--- config.mk ---
export PLATFORM = sky130hd
export DESIGN_NAME = bp_cce_hybrid_req_arb
export DESIGN_NICKNAME = d
export VERILOG_FILES = /design/src/rtl/bp_cce_hybrid_req_arb.sv
export SDC_FILE = /design/constraint.sdc
export NUM_CORES = 1
export LEC_CHECK = 0
export ABC_AREA = 1
export CORE_AREA = 2 2 172 174
export CTS_BUF_LIST = sky130_fd_sc_hd__clkbuf_4
export DETAILED_ROUTE_END_ITERATION = 8
export DIE_AREA = 0 0 174 176
export SLEW_MARGIN = 20
export SYNTH_ARGS = -nofsm -noshare
export SYNTH_HDL_FRONTEND = slang
export SYNTH_SLANG_ARGS = --single-unit
--- constraint.sdc ---
create_clock -name clk_i -period 1.3 [get_ports clk_i]
set_input_delay 0.195 -clock clk_i [delete_from_list [all_inputs] [get_ports clk_i]]
set_output_delay 0.195 -clock clk_i [all_outputs]
set_load 0.01 [all_outputs]
--- src/rtl/bp_cce_hybrid_req_arb.sv ---
// Round-robin arbiter merging per-source LCE request header/data streams into one stream.
// Optional per-source grant counters are enabled by defining BP_CCE_HYBRID_REQ_ARB_STATS_EN.

package bp_cce_hybrid_req_arb_pkg;
    typedef enum logic [1:0] {
        e_bp_default_cfg   = 2'd0,
        e_bp_half_core_cfg = 2'd1
    } bp_params_e;

    localparam int unsigned dword_width_gp = 64;

    function automatic int unsigned lce_req_msg_header_width(bp_params_e cfg);
        case (cfg)
            e_bp_half_core_cfg: return 56;
            default:            return 64;
        endcase
    endfunction
endpackage

module bp_cce_hybrid_req_arb
    import bp_cce_hybrid_req_arb_pkg::*;
#(
    parameter bp_params_e  bp_params_p      = e_bp_default_cfg,
    parameter int unsigned num_req_p        = 2,
    parameter int unsigned lce_data_width_p = dword_width_gp,
    localparam int unsigned lce_req_msg_header_width_lp = lce_req_msg_header_width(bp_params_p)
) (
    input  logic                                              clk_i,
    input  logic                                              reset_n_i,
    input  logic                                              stall_i,
    output logic                                              idle_o,
    input  logic [num_req_p*lce_req_msg_header_width_lp-1:0]  in_header_i,
    input  logic [num_req_p-1:0]                              in_header_v_i,
    output logic [num_req_p-1:0]                              in_header_ready_and_o,
    input  logic [num_req_p-1:0]                              in_has_data_i,
    input  logic [num_req_p*lce_data_width_p-1:0]             in_data_i,
    input  logic [num_req_p-1:0]                              in_data_v_i,
    output logic [num_req_p-1:0]                              in_data_ready_and_o,
    input  logic [num_req_p-1:0]                              in_last_i,
    output logic [lce_req_msg_header_width_lp-1:0]            header_o,
    output logic                                              header_v_o,
    input  logic                                              header_ready_and_i,
    output logic                                              has_data_o,
    output logic [lce_data_width_p-1:0]                       data_o,
    output logic                                              data_v_o,
    input  logic                                              data_ready_and_i,
    output logic                                              last_o,
    output logic [num_req_p*16-1:0]                           grant_count_o
);

    localparam int unsigned HW = lce_req_msg_header_width_lp;
    localparam int unsigned DW = lce_data_width_p;
    localparam int unsigned IW = (num_req_p > 1) ? $clog2(num_req_p) : 1;

    typedef enum logic {
        e_ready = 1'b0,
        e_data  = 1'b1
    } state_e;

    state_e          state_q, state_d;
    logic            pending_q, pending_d;
    logic [IW-1:0]   pend_sel_q, pend_sel_d;
    logic [IW-1:0]   last_grant_q, last_grant_d;
    logic [IW-1:0]   lock_q, lock_d;

    logic            rr_found;
    logic [IW-1:0]   rr_sel;
    int unsigned     rr_cand;
    logic [IW-1:0]   sel;
    logic            hdr_v;
    logic            data_v;
    logic [HW-1:0]   hdr_arr [num_req_p];
    logic [DW-1:0]   dat_arr [num_req_p];

    // Unpack the flat per-source buses
    always_comb begin
        for (int i = 0; i < int'(num_req_p); i++) begin
            hdr_arr[i] = in_header_i[i*HW +: HW];
            dat_arr[i] = in_data_i[i*DW +: DW];
        end
    end

    // Round-robin search starting one past the last winner
    always_comb begin
        rr_found = 1'b0;
        rr_sel   = '0;
        rr_cand  = 0;
        for (int unsigned k = 1; k <= num_req_p; k++) begin
            rr_cand = (32'(last_grant_q) + k) % num_req_p;
            if (!rr_found && in_header_v_i[IW'(rr_cand)]) begin
                rr_found = 1'b1;
                rr_sel   = IW'(rr_cand);
            end
        end
    end

    // Next-state and handshake decode
    always_comb begin
        state_d      = state_q;
        pending_d    = pending_q;
        pend_sel_d   = pend_sel_q;
        last_grant_d = last_grant_q;
        lock_d       = lock_q;
        sel          = rr_sel;
        hdr_v        = 1'b0;
        data_v       = 1'b0;
        case (state_q)
            e_ready: begin
                if (pending_q) begin
                    sel   = pend_sel_q;
                    hdr_v = 1'b1;
                end else if (!stall_i && rr_found) begin
                    hdr_v = 1'b1;
                end
                if (hdr_v && header_ready_and_i) begin
                    pending_d    = 1'b0;
                    last_grant_d = sel;
                    if (in_has_data_i[sel]) begin
                        lock_d  = sel;
                        state_d = e_data;
                    end
                end else if (hdr_v) begin
                    pending_d  = 1'b1;
                    pend_sel_d = sel;
                end
            end
            e_data: begin
                sel    = lock_q;
                data_v = in_data_v_i[lock_q];
                if (data_v && data_ready_and_i && in_last_i[lock_q]) begin
                    state_d = e_ready;
                end
            end
            default: state_d = e_ready;
        endcase
        if (!reset_n_i) begin
            hdr_v  = 1'b0;
            data_v = 1'b0;
        end
    end

    always_ff @(posedge clk_i) begin
        if (!reset_n_i) begin
            state_q      <= e_ready;
            pending_q    <= 1'b0;
            pend_sel_q   <= '0;
            last_grant_q <= IW'(num_req_p - 1);
            lock_q       <= '0;
        end else begin
            state_q      <= state_d;
            pending_q    <= pending_d;
            pend_sel_q   <= pend_sel_d;
            last_grant_q <= last_grant_d;
            lock_q       <= lock_d;
        end
    end

    // Header and data channels are pass-through from the selected / locked source
    always_comb begin
        header_o              = hdr_arr[sel];
        has_data_o            = in_has_data_i[sel];
        header_v_o            = hdr_v;
        in_header_ready_and_o = '0;
        if (hdr_v && header_ready_and_i) begin
            in_header_ready_and_o = num_req_p'(1) << sel;
        end
        data_o              = dat_arr[lock_q];
        last_o              = in_last_i[lock_q];
        data_v_o            = data_v;
        in_data_ready_and_o = '0;
        if (reset_n_i && state_q == e_data && data_ready_and_i) begin
            in_data_ready_and_o = num_req_p'(1) << lock_q;
        end
        idle_o = (state_q == e_ready) && !pending_q;
    end

`ifdef BP_CCE_HYBRID_REQ_ARB_STATS_EN
    logic        hdr_hs;
    logic [15:0] cnt_q [num_req_p];

    assign hdr_hs = hdr_v && header_ready_and_i;

    // Saturating per-source grant counters
    always_ff @(posedge clk_i) begin
        if (!reset_n_i) begin
            for (int i = 0; i < int'(num_req_p); i++) begin
                cnt_q[i] <= '0;
            end
        end else begin
            for (int i = 0; i < int'(num_req_p); i++) begin
                if (hdr_hs && sel == IW'(i) && cnt_q[i] != 16'hFFFF) begin
                    cnt_q[i] <= cnt_q[i] + 16'd1;
                end
            end
        end
    end

    always_comb begin
        for (int i = 0; i < int'(num_req_p); i++) begin
            grant_count_o[i*16 +: 16] = cnt_q[i];
        end
    end
`else
    assign grant_count_o = '0;
`endif

endmodule

# Word-level counts from Yosys, hierarchy flattened
# Cells that the tools add are included.
[classes] add_sub_neg=2 order_cmp=7 n_shift=2 muxes=40 bitwise_logic=4 n_reduce_logical=17
[op_table] op="two-way mux 64 bit" n=6
[op_table] op="two-way mux 1 bit" n=30
[op_table] op="less-than comparator 1 x 2 -> 1 bit (second input constant)" n=5
[op_table] op="logical AND 1 bit" n=9
[op_table] op="AND reduction 3 bit" n=2
[op_table] op="greater-or-equal comparator 2 bit (second input constant)" n=2
[op_table] op="two-way mux 2 bit" n=2
[op_table] op="inverter 1 -> 2 bit" n=2
[op_table] op="case mux 1 bit (2 select lines)" n=2
[op_table] op="AND reduction 2 bit" n=2
[op_table] op="<< shifter 1 x 1 -> 2 bit (first input constant)" n=2
[op_table] op="logical NOT 1 bit" n=3
[op_table] op="adder 1 bit (second input constant)" n=2
[op_table] op="inverter 1 bit" n=2
[op_table] op="nonzero test 2 bit" n=1
[totals] register_bits=5 inputBits=269 out_inout_bits=169

# Longest topological paths before layout
# Gate-level depths: netlist (run 1).
[depth] depth_word=15 ltp_mapped=9 ltp_nobuf=8

# Worst setup path after synthesis (run 1)
# OpenSTA, ideal clock, no wires.
[synth_timing] kind="register to output" start="reg lock_q" end="out data_o[10]" t_arrival_ns=1.097 t_required_ns=1.105 path_slack_ns=0.008 stages_incl_launch_ff=7 n_path_buf=3 path_cell_list="dfxtp_1 buf_2 inv_1 buf_2 buf_1 nand2_1 nand2_1"
[synth_between] elab_chain_len=4
[synth_lines] element="start: declaration" line_no="64" rtl="logic [IW-1:0] lock_q, lock_d;"
[synth_lines] element="start signal: assignment" line_no="154" rtl="lock_q <= lock_d;"
[synth_lines] element="inverter 1 -> 2 bit (not written as such)" line_no="167" rtl="data_o = dat_arr[lock_q];"
[synth_lines] element="two-way mux 64 bit (not written as such) (3 in a row)" line_no="167"
[synth_lines] element="end: declaration" line_no="44" rtl="output logic [lce_data_width_p-1:0] data_o,"
# Every way passes these cells. The select of a mux whose other input is x is not followed.

# Final worst setup path (run 1)
[layout_timing] start="reg pending_q" end="out header_o[23]"
[layout_between] elab_chain_len=7
[layout_lines] element="start: declaration" line_no="61" rtl="logic pending_q, pending_d;"
[layout_lines] element="start signal: assignment" line_no="151" rtl="pending_q <= pending_d;"
[layout_lines] element="two-way mux 1 bit" line_no="109" rtl="if (pending_q) begin"
[layout_lines] element="two-way mux 1 bit" line_no="107" rtl="case (state_q)"
[layout_lines] element="case mux 1 bit (2 select lines)" line_no="107"
[layout_lines] element="inverter 1 -> 2 bit (not written as such)" line_no="160" rtl="header_o = hdr_arr[sel];"
[layout_lines] element="two-way mux 64 bit (not written as such) (3 in a row)" line_no="160"
[layout_lines] element="end: declaration" line_no="40" rtl="output logic [lce_req_msg_header_width_lp-1:0] header_o,"
# Every way passes these cells. The select of a mux whose other input is x is not followed.

==> run metrics, run 1 <==
DRC Markers 0; Mapped Cells 501; worst endpoint data arrival time about 1.7 ns; detailed-route wire length about 23,000 um; global route overflow 0; register area around 110 sq um; Routability Congestion 0.792; min setup slack post-route -0.566 ns; non-filler instance count after layout 1,364; Post-Synthesis Cell Area 2200 sq um; Total GRT Usage between 10% and 20%; H-tree depth 1; Critical Path, Cell by Cell inv_2, nand3_2, nand3_2, o21ai_4, buf_12, buf_12, buf_8, buf_16, nand2_2, nand2_1, buf_2; Max Root-Sink Buffers 2; Distinct cells, synth 23; Initial DRT Pass Iterations 4; area share of the largest cell type after synthesis 68.2%; final setup violation count 137; Power Dens Cells 541 nW/um^2; count of routing violations after the opening detailed-route iteration between 100 and 150; maximum achievable frequency 0.536 GHz; die area between 30,000 and 40,000 sq um; setup TNS after final layout -52.86 ns; sequential element share of the synthesized area about 4.6%; Final Cycle Share 144%; data required time at the worst endpoint ~1.1 ns; share of layout cells above drive strength 1 between 50% and 60%; combined buffer and inverter count along the critical path 6; first-pass GRT wire length 30,500 um; total core area roughly 29,000 sq um; kind of cell adding the most delay to the critical path buffers and inverters; setup repair after global routing missed its margin yes; Max stage delay cell, worst path dfxtp_2; Worst Path Class, Setup flop to output port; average cell area after synthesis 4.39 sq um; most frequent standard cell in the layout excluding fill and tap cells clkdlybuf4s50_1; area of combinational cells with multiple inputs 2840 sq um; post-layout util about a third; Startpoint Class flop; met2 global-route usage 26.1%; routed vias between 4k and 5k; Slowest Stage Delay on Critical Path 0.33 ns; Final Slew Violations 0; most used cells in the layout excluding fill and tap cells clkdlybuf4s50_1, nand2_2, nand2_1, buf_6, nand2_4; endpoint type of the worst setup path output port; outcome complete, but fails checks; net count of the finished layout between 1k and 1.5k; maximum number of pins on one net before global-route repair 18; global-route layer with the greatest usage met2; final clock skew 0.00326 ns; Warnings, synthesis 0; placed cell count about 1.3k; Clock Root Buffer clkbuf_4; Die Height around 180 um; Initial Utilization under 10%; violations in the final reports setup timing; clock tree from TritonCTS done; fill cell instance count of the final layout 3,025; number of enable flip-flop cells after synthesis 0; clk sinks 5; Site Rows 62; vias in the first global route 5,072; area delta synth->final 311%; number of antenna violations at the first check in global routing 1; met1 track demand over resource in global routing 14.0%; Port Buffer Count between 400 and 500; CTS buffer count 3; final worst path period need roughly 1.9 ns; clock slew at the register clock pins of the worst setup and hold paths ~0.050 ns; P_leak between 4 and 5 nW; ANT nets after route 0; Hold Fails Final Rpt 0; leading post-synthesis cells by cell area nand2_1, buf_4, dfxtp_1; Max VDD drop around 0.26 mV; DR WL/cell between 15 and 20 um; insertion delay to the later sink of the worst-skew pair approximately 0.25 ns; share of synthesized flip-flops with an asynchronous set or reset 0%; type of the tightest min-delay check input pin to flop; power consumption approximately 4.9 mW; number of placed I/O pins between 400 and 500; Post-DP HPWL between 15,000 and 20,000 um; flops & latches, synth 5; Main synth FF type dfxtp_1; count of max-cap constraint violations 0; mean number of vias per cell 3.66; largest area contributor in the netlist nand2_1; met3 global-route usage 3.64%; die boundary width ~170 um; Max Fanout on Critical Path 8
==> layout make-up <==
| class | instances | area share, % |
|---|---|---|
| Clock buffer | 4 | 0.333 |
| Tap cell | 384 | 5.33 |
| Multi-Input combinational cell | 458 | 31.5 |
| Timing Repair Buffer | 504 | 60.9 |
| Inverter | 8 | 0.693 |
| Sequential cell | 5 | 1.18 |
| Antenna cell | 1 | 0.0277 |
==> cell families (layout without fill, tap and decap cells) <==
logic type | Yosys count | after routing | share of synthesized area [%]
other cells | 1 | 33 | 0.171
mux | 1 | 1 | 0.456
buf+inv | 69 | 516 | 20.4
flops | 5 | 5 | 4.56
compound gates | 10 | 10 | 2.56
simple gates | 415 | 415 | 71.9
==> tightest hold or removal path: stages <==
cell,delay (ns)
dlymetal6s2s_1,0.15
nand2_2,0.07
o21ai_1,0.05
a21oi_1,0.10
==> where the power goes <==
| group | internal (mW) | switching (mW) |
|---|---|---|
| logic | 2.55 | 1.95 |
| registers | 0.166 | 0.0104 |
| clock network | 0.137 | 0.0687 |
| total | 2.85 | 2.03 |
==> synth_stat cells (2+ instances only) <==
master    count
nand2_1     399
buf_4        37
buf_2        10
clkbuf_1      8
nor2_1        6
buf_6         5
dfxtp_1       5
inv_1         5
nand3_1       5
a21oi_1       3
inv_2         3
o21ai_0       3
o21ai_1       2
==> registers in the layout, summed over array words and instances, names as in the netlist <==
register / flops
last_grant_q: 1
lock_q: 1
pend_sel_q: 1
pending_q: 1
state_q: 1
==> what timing repair did <==
action	4_1_cts	5_1_grt
buffers inserted	48	11
hold buffers	0	0
endpoints found under the hold margin	0	0
cloned	21	4
endpoints found under the setup margin	138	139
resized for setup	778	305
pin swaps	83	67
==> metal layers <==
metal | up-vias | share of wire (%)
met3 | 28 | 8.4
met2 | 299 | 54
met4 | 0 | 2.5
met5 | - | 0
met1 | 2269 | 35
li1 | 2398 | -
==> through the flow <==
| step | area (sq um) | hold slack (ns) | setup slack [ns] |
|---|---|---|---|
| CTS | 7910 | 0.361 | -0.561 |
| detailed placement | 6730 | 0.471 | -1.00 |
| finish | 9020 | 0.352 | -0.566 |
| global route | 9020 | 0.378 | -0.661 |
| floorplan | 2310 | 0.280 | 0.00794 |
| global placement | 6730 | 0.463 | -0.986 |
==> path summary, 6_finish.rpt <==
check | start | endpoint | slack (ns) | cells after the start
max reg2reg | lock_q$_SDFFE_PN0P_ | state_q$_SDFF_PN0_ | -0.07 | 10
min | data_ready_and_i | state_q$_SDFF_PN0_ | 0.35 | 4
max | pending_q$_SDFFE_PN0P_ | header_o[23] | -0.57 | 11
min reg2reg | pend_sel_q$_SDFFE_PN0P_ | pend_sel_q$_SDFFE_PN0P_ | 0.48 | 2
Power figures use the tool's default switching activity.
==> run 2: changes to the inputs <==
--- a/config.mk
+++ b/config.mk
@@ -6,10 +6,10 @@
 export NUM_CORES = 1
 export LEC_CHECK = 0
 export ABC_AREA = 1
-export CORE_AREA = 2 2 172 174
+export CORE_AREA = 2 2 171 173
 export CTS_BUF_LIST = sky130_fd_sc_hd__clkbuf_4
 export DETAILED_ROUTE_END_ITERATION = 8
-export DIE_AREA = 0 0 174 176
+export DIE_AREA = 0 0 173 175
 export SLEW_MARGIN = 20
 export SYNTH_ARGS = -nofsm -noshare
 export SYNTH_HDL_FRONTEND = slang
==> constraint.sdc (replaced) <==
create_clock -name clk_i -period 1.7 [get_ports clk_i]
set_input_delay 0.255 -clock clk_i [delete_from_list [all_inputs] [get_ports clk_i]]
set_output_delay 0.255 -clock clk_i [all_outputs]
set_load 0.01 [all_outputs]
==> run 2 against run 1 <==
Against the previous run:
- the flow still finishes with violations (setup timing)
- clock skew is 0.0026 ns lower
- via count is 5.9% lower
- count of clock-buffer cells in the layout stayed put
- die area is 1.1% lower
- critical endpoint is now header_o[3]
- largest power group unchanged
==> run metrics, run 2 (same netlist as run 1, synthesis figures left out) <==
outcome complete, but fails checks; violations in the final reports setup timing; P_leak 3.75 nW (-13%); final setup violation count 67 (-51%); net count of the finished layout 1,215 (-2.7%); global route overflow 0 (unchanged); total core area 28,400 sq um (-0.54%); Startpoint Class flop; mean number of vias per cell 3.54 (-3.4%); ANT nets after route 0 (unchanged); maximum achievable frequency between 0.5 and 0.6 GHz; setup repair after global routing missed its margin yes; Max Fanout on Critical Path 5 (-3); count of max-cap constraint violations 0 (unchanged); Total GRT Usage 12.3% (-0.89 points); power share of the sequential group 4.1% (+0.5 points); Clock Root Buffer clkbuf_4; H-tree depth 1 (unchanged); post-layout util 26.7% (-4.9 points); Final Cycle Share 112%; Psw 1.36 mW (-33%); count of routing violations after the opening detailed-route iteration 114 (-1.7%); endpoint type of the worst setup path output port; Max VDD drop 0.138 mV (-47%); DRC Markers 0 (unchanged); type of the tightest min-delay check flop to flop; Site Rows 62 (unchanged); kind of cell adding the most delay to the critical path buffers and inverters; Slowest Stage Delay on Critical Path 0.34 ns (about the same); combined buffer and inverter count along the critical path 6 (unchanged); CTS hold repair buffers 0 (unchanged); min setup slack post-route -0.207 ns (+0.359 ns); clock slew at the register clock pins of the worst setup and hold paths 0.04 ns (about the same); setup TNS after final layout -9.58 ns (+43.28 ns); Initial DRT Pass Iterations 4 (unchanged); clock power share 4.8% (+0.6 points); Power Dens Cells 431 nW/um^2 (-20%); Max stage delay cell, worst path dfxtp_2; Sw Share 41.8% (+0.28 points); most used cells in the layout excluding fill and tap cells nand2_1, clkdlybuf4s50_1, nand2_2, buf_2, clkbuf_2; data required time at the worst endpoint 1.44 ns (+0.33 ns); Worst Path Class, Setup flop to output port; number of antenna violations at the first check in global routing 0 (-1); final worst path period need between 1.5 and 2 ns; detailed-route wire length 20,300 um (-11%); area delta synth->final 244%; Ant. Diodes 0 (-1); routed vias 4,699 (-5.9%); DR WL/cell 15.2 um (-8.9%); Final Slew Violations 0 (unchanged); Critical Path, Cell by Cell inv_2, nand3_2, nand3_2, o21ai_4, buf_12, clkinv_8, buf_12, clkbuf_16, nand2_1, nand2_1, buf_2; cell internal power dissipation 1.90 mW (-33%); share of layout cells above drive strength 1 32.6% (-19 points); die area 30,300 sq um (-1.1%); Port Buffer Count 405 (unchanged); final clock skew 0.000642 ns (-0.00262 ns); Die Height 175 um (-0.57%); Post-DP HPWL 15,800 um (+4.7%); Routability Congestion 0.855 (+7.9%); clock tree from TritonCTS done; clk sinks 5 (unchanged); most frequent standard cell in the layout excluding fill and tap cells nand2_1; worst endpoint data arrival time 1.65 ns (-0.02 ns); part of the power in combinational logic 91.1% (-1.1 points); Initial Utilization 7.74% (+0.042 points); die boundary width 173 um (-0.57%); Hold Fails Final Rpt 0 (unchanged); first-pass GRT wire length 28,300 um (-7.4%); fill cell instance count of the final layout 3,118 (+3.1%); maximum number of pins on one net before global-route repair 25 (+7); Max Root-Sink Buffers 2 (unchanged); insertion delay to the later sink of the worst-skew pair 0.25 ns (about the same); CTS buffer count 3 (unchanged); vias in the first global route 4,795 (-5.5%); number of placed I/O pins 438 (unchanged)
run 2: changes by cell type in the layout (fill, tap and decap cells not counted), sizes merged:
| cell | previous run | this run |
|---|---|---|
| buf | 228 | 133 |
| clkbuf | 9 | 47 |
| clkdlybuf4s15 | 1 | 24 |
| bufbuf | 2 | 0 |
| clkdlybuf4s50 | 264 | 265 |
| clkinv | 0 | 1 |
| diode | 1 | 0 |
| dlygate4sd2 | 3 | 4 |
| inv | 8 | 7 |
run 2: worst register-to-register path, cell delays in order, from the launching register on:
cell and delay (ns):
dfxtp_4 0.37, buf_12 0.18, inv_12 0.08, buf_8 0.15, o21ai_2 0.15, inv_2 0.05, buf_4 0.14, nand2_1 0.05
o21ai_1 0.05, a21oi_1 0.12
run 2: layout make-up:
cell class | count | area (sq um) | share of cell area [%]
clock buffer | 4 | 30.0 | 0.397
inverter | 8 | 55.1 | 0.728
multi-input combinational | 458 | 2260 | 29.8
sequential | 5 | 106 | 1.41
tap | 384 | 480 | 6.35
timing repair buffer | 470 | 4640 | 61.3
run 2: what timing repair did:
action	4_1_cts	5_1_grt
setup buffers	18	8
resized for setup	483	202
cloned	13	2
endpoints found under the setup margin	135	130
pin swaps	47	21
run 2: final timing paths:
kind                           startpoint                      end  slack (ns)  cells past startpoint
setup / recovery   pending_q$_SDFFE_PN0P_              header_o[3]       -0.21                     11
hold / removal    pend_sel_q$_SDFFE_PN0P_  pend_sel_q$_SDFFE_PN0P_        0.47                      2
setup reg to reg      lock_q$_SDFFE_PN0P_       state_q$_SDFF_PN0_        0.30                      9
hold reg to reg   pend_sel_q$_SDFFE_PN0P_  pend_sel_q$_SDFFE_PN0P_        0.47                      2
run 2: layer usage:
metal	global-route usage, %	routed length [um]	up-vias
met2	24.1	10600	293
met4	2.30	336	0
met3	3.52	1800	19
li1	-	-	2321
met5	0	0	-
met1	13.1	7520	2066
run 2: power by group through the flow:
stage | Clock [mW] | Sequential, mW | Combinational, mW
finish | 0.158 | 0.134 | 2.97
global route | 0.172 | 0.135 | 3.18
CTS | 0.163 | 0.134 | 2.75
detailed placement | 0 | 0.136 | 2.43
global placement | 0 | 0.136 | 2.42
floorplan | 0 | 0.134 | 0.866
run 2: metrics by stage:
stage                     instance area [sq um]  std cells  hold WS [ns]  setup WS (ns)  power, mW
after floorplan                            2310        532         0.340          0.348      0.999
after global placement                     6750       1292         0.462         -0.722       2.56
after global routing                       7570       1329         0.516         -0.301       3.49
final                                      7570       1329         0.468         -0.207       3.26
after CTS                                  7250       1324         0.468         -0.307       3.04
after detailed placement                   6750       1292         0.461         -0.749       2.57
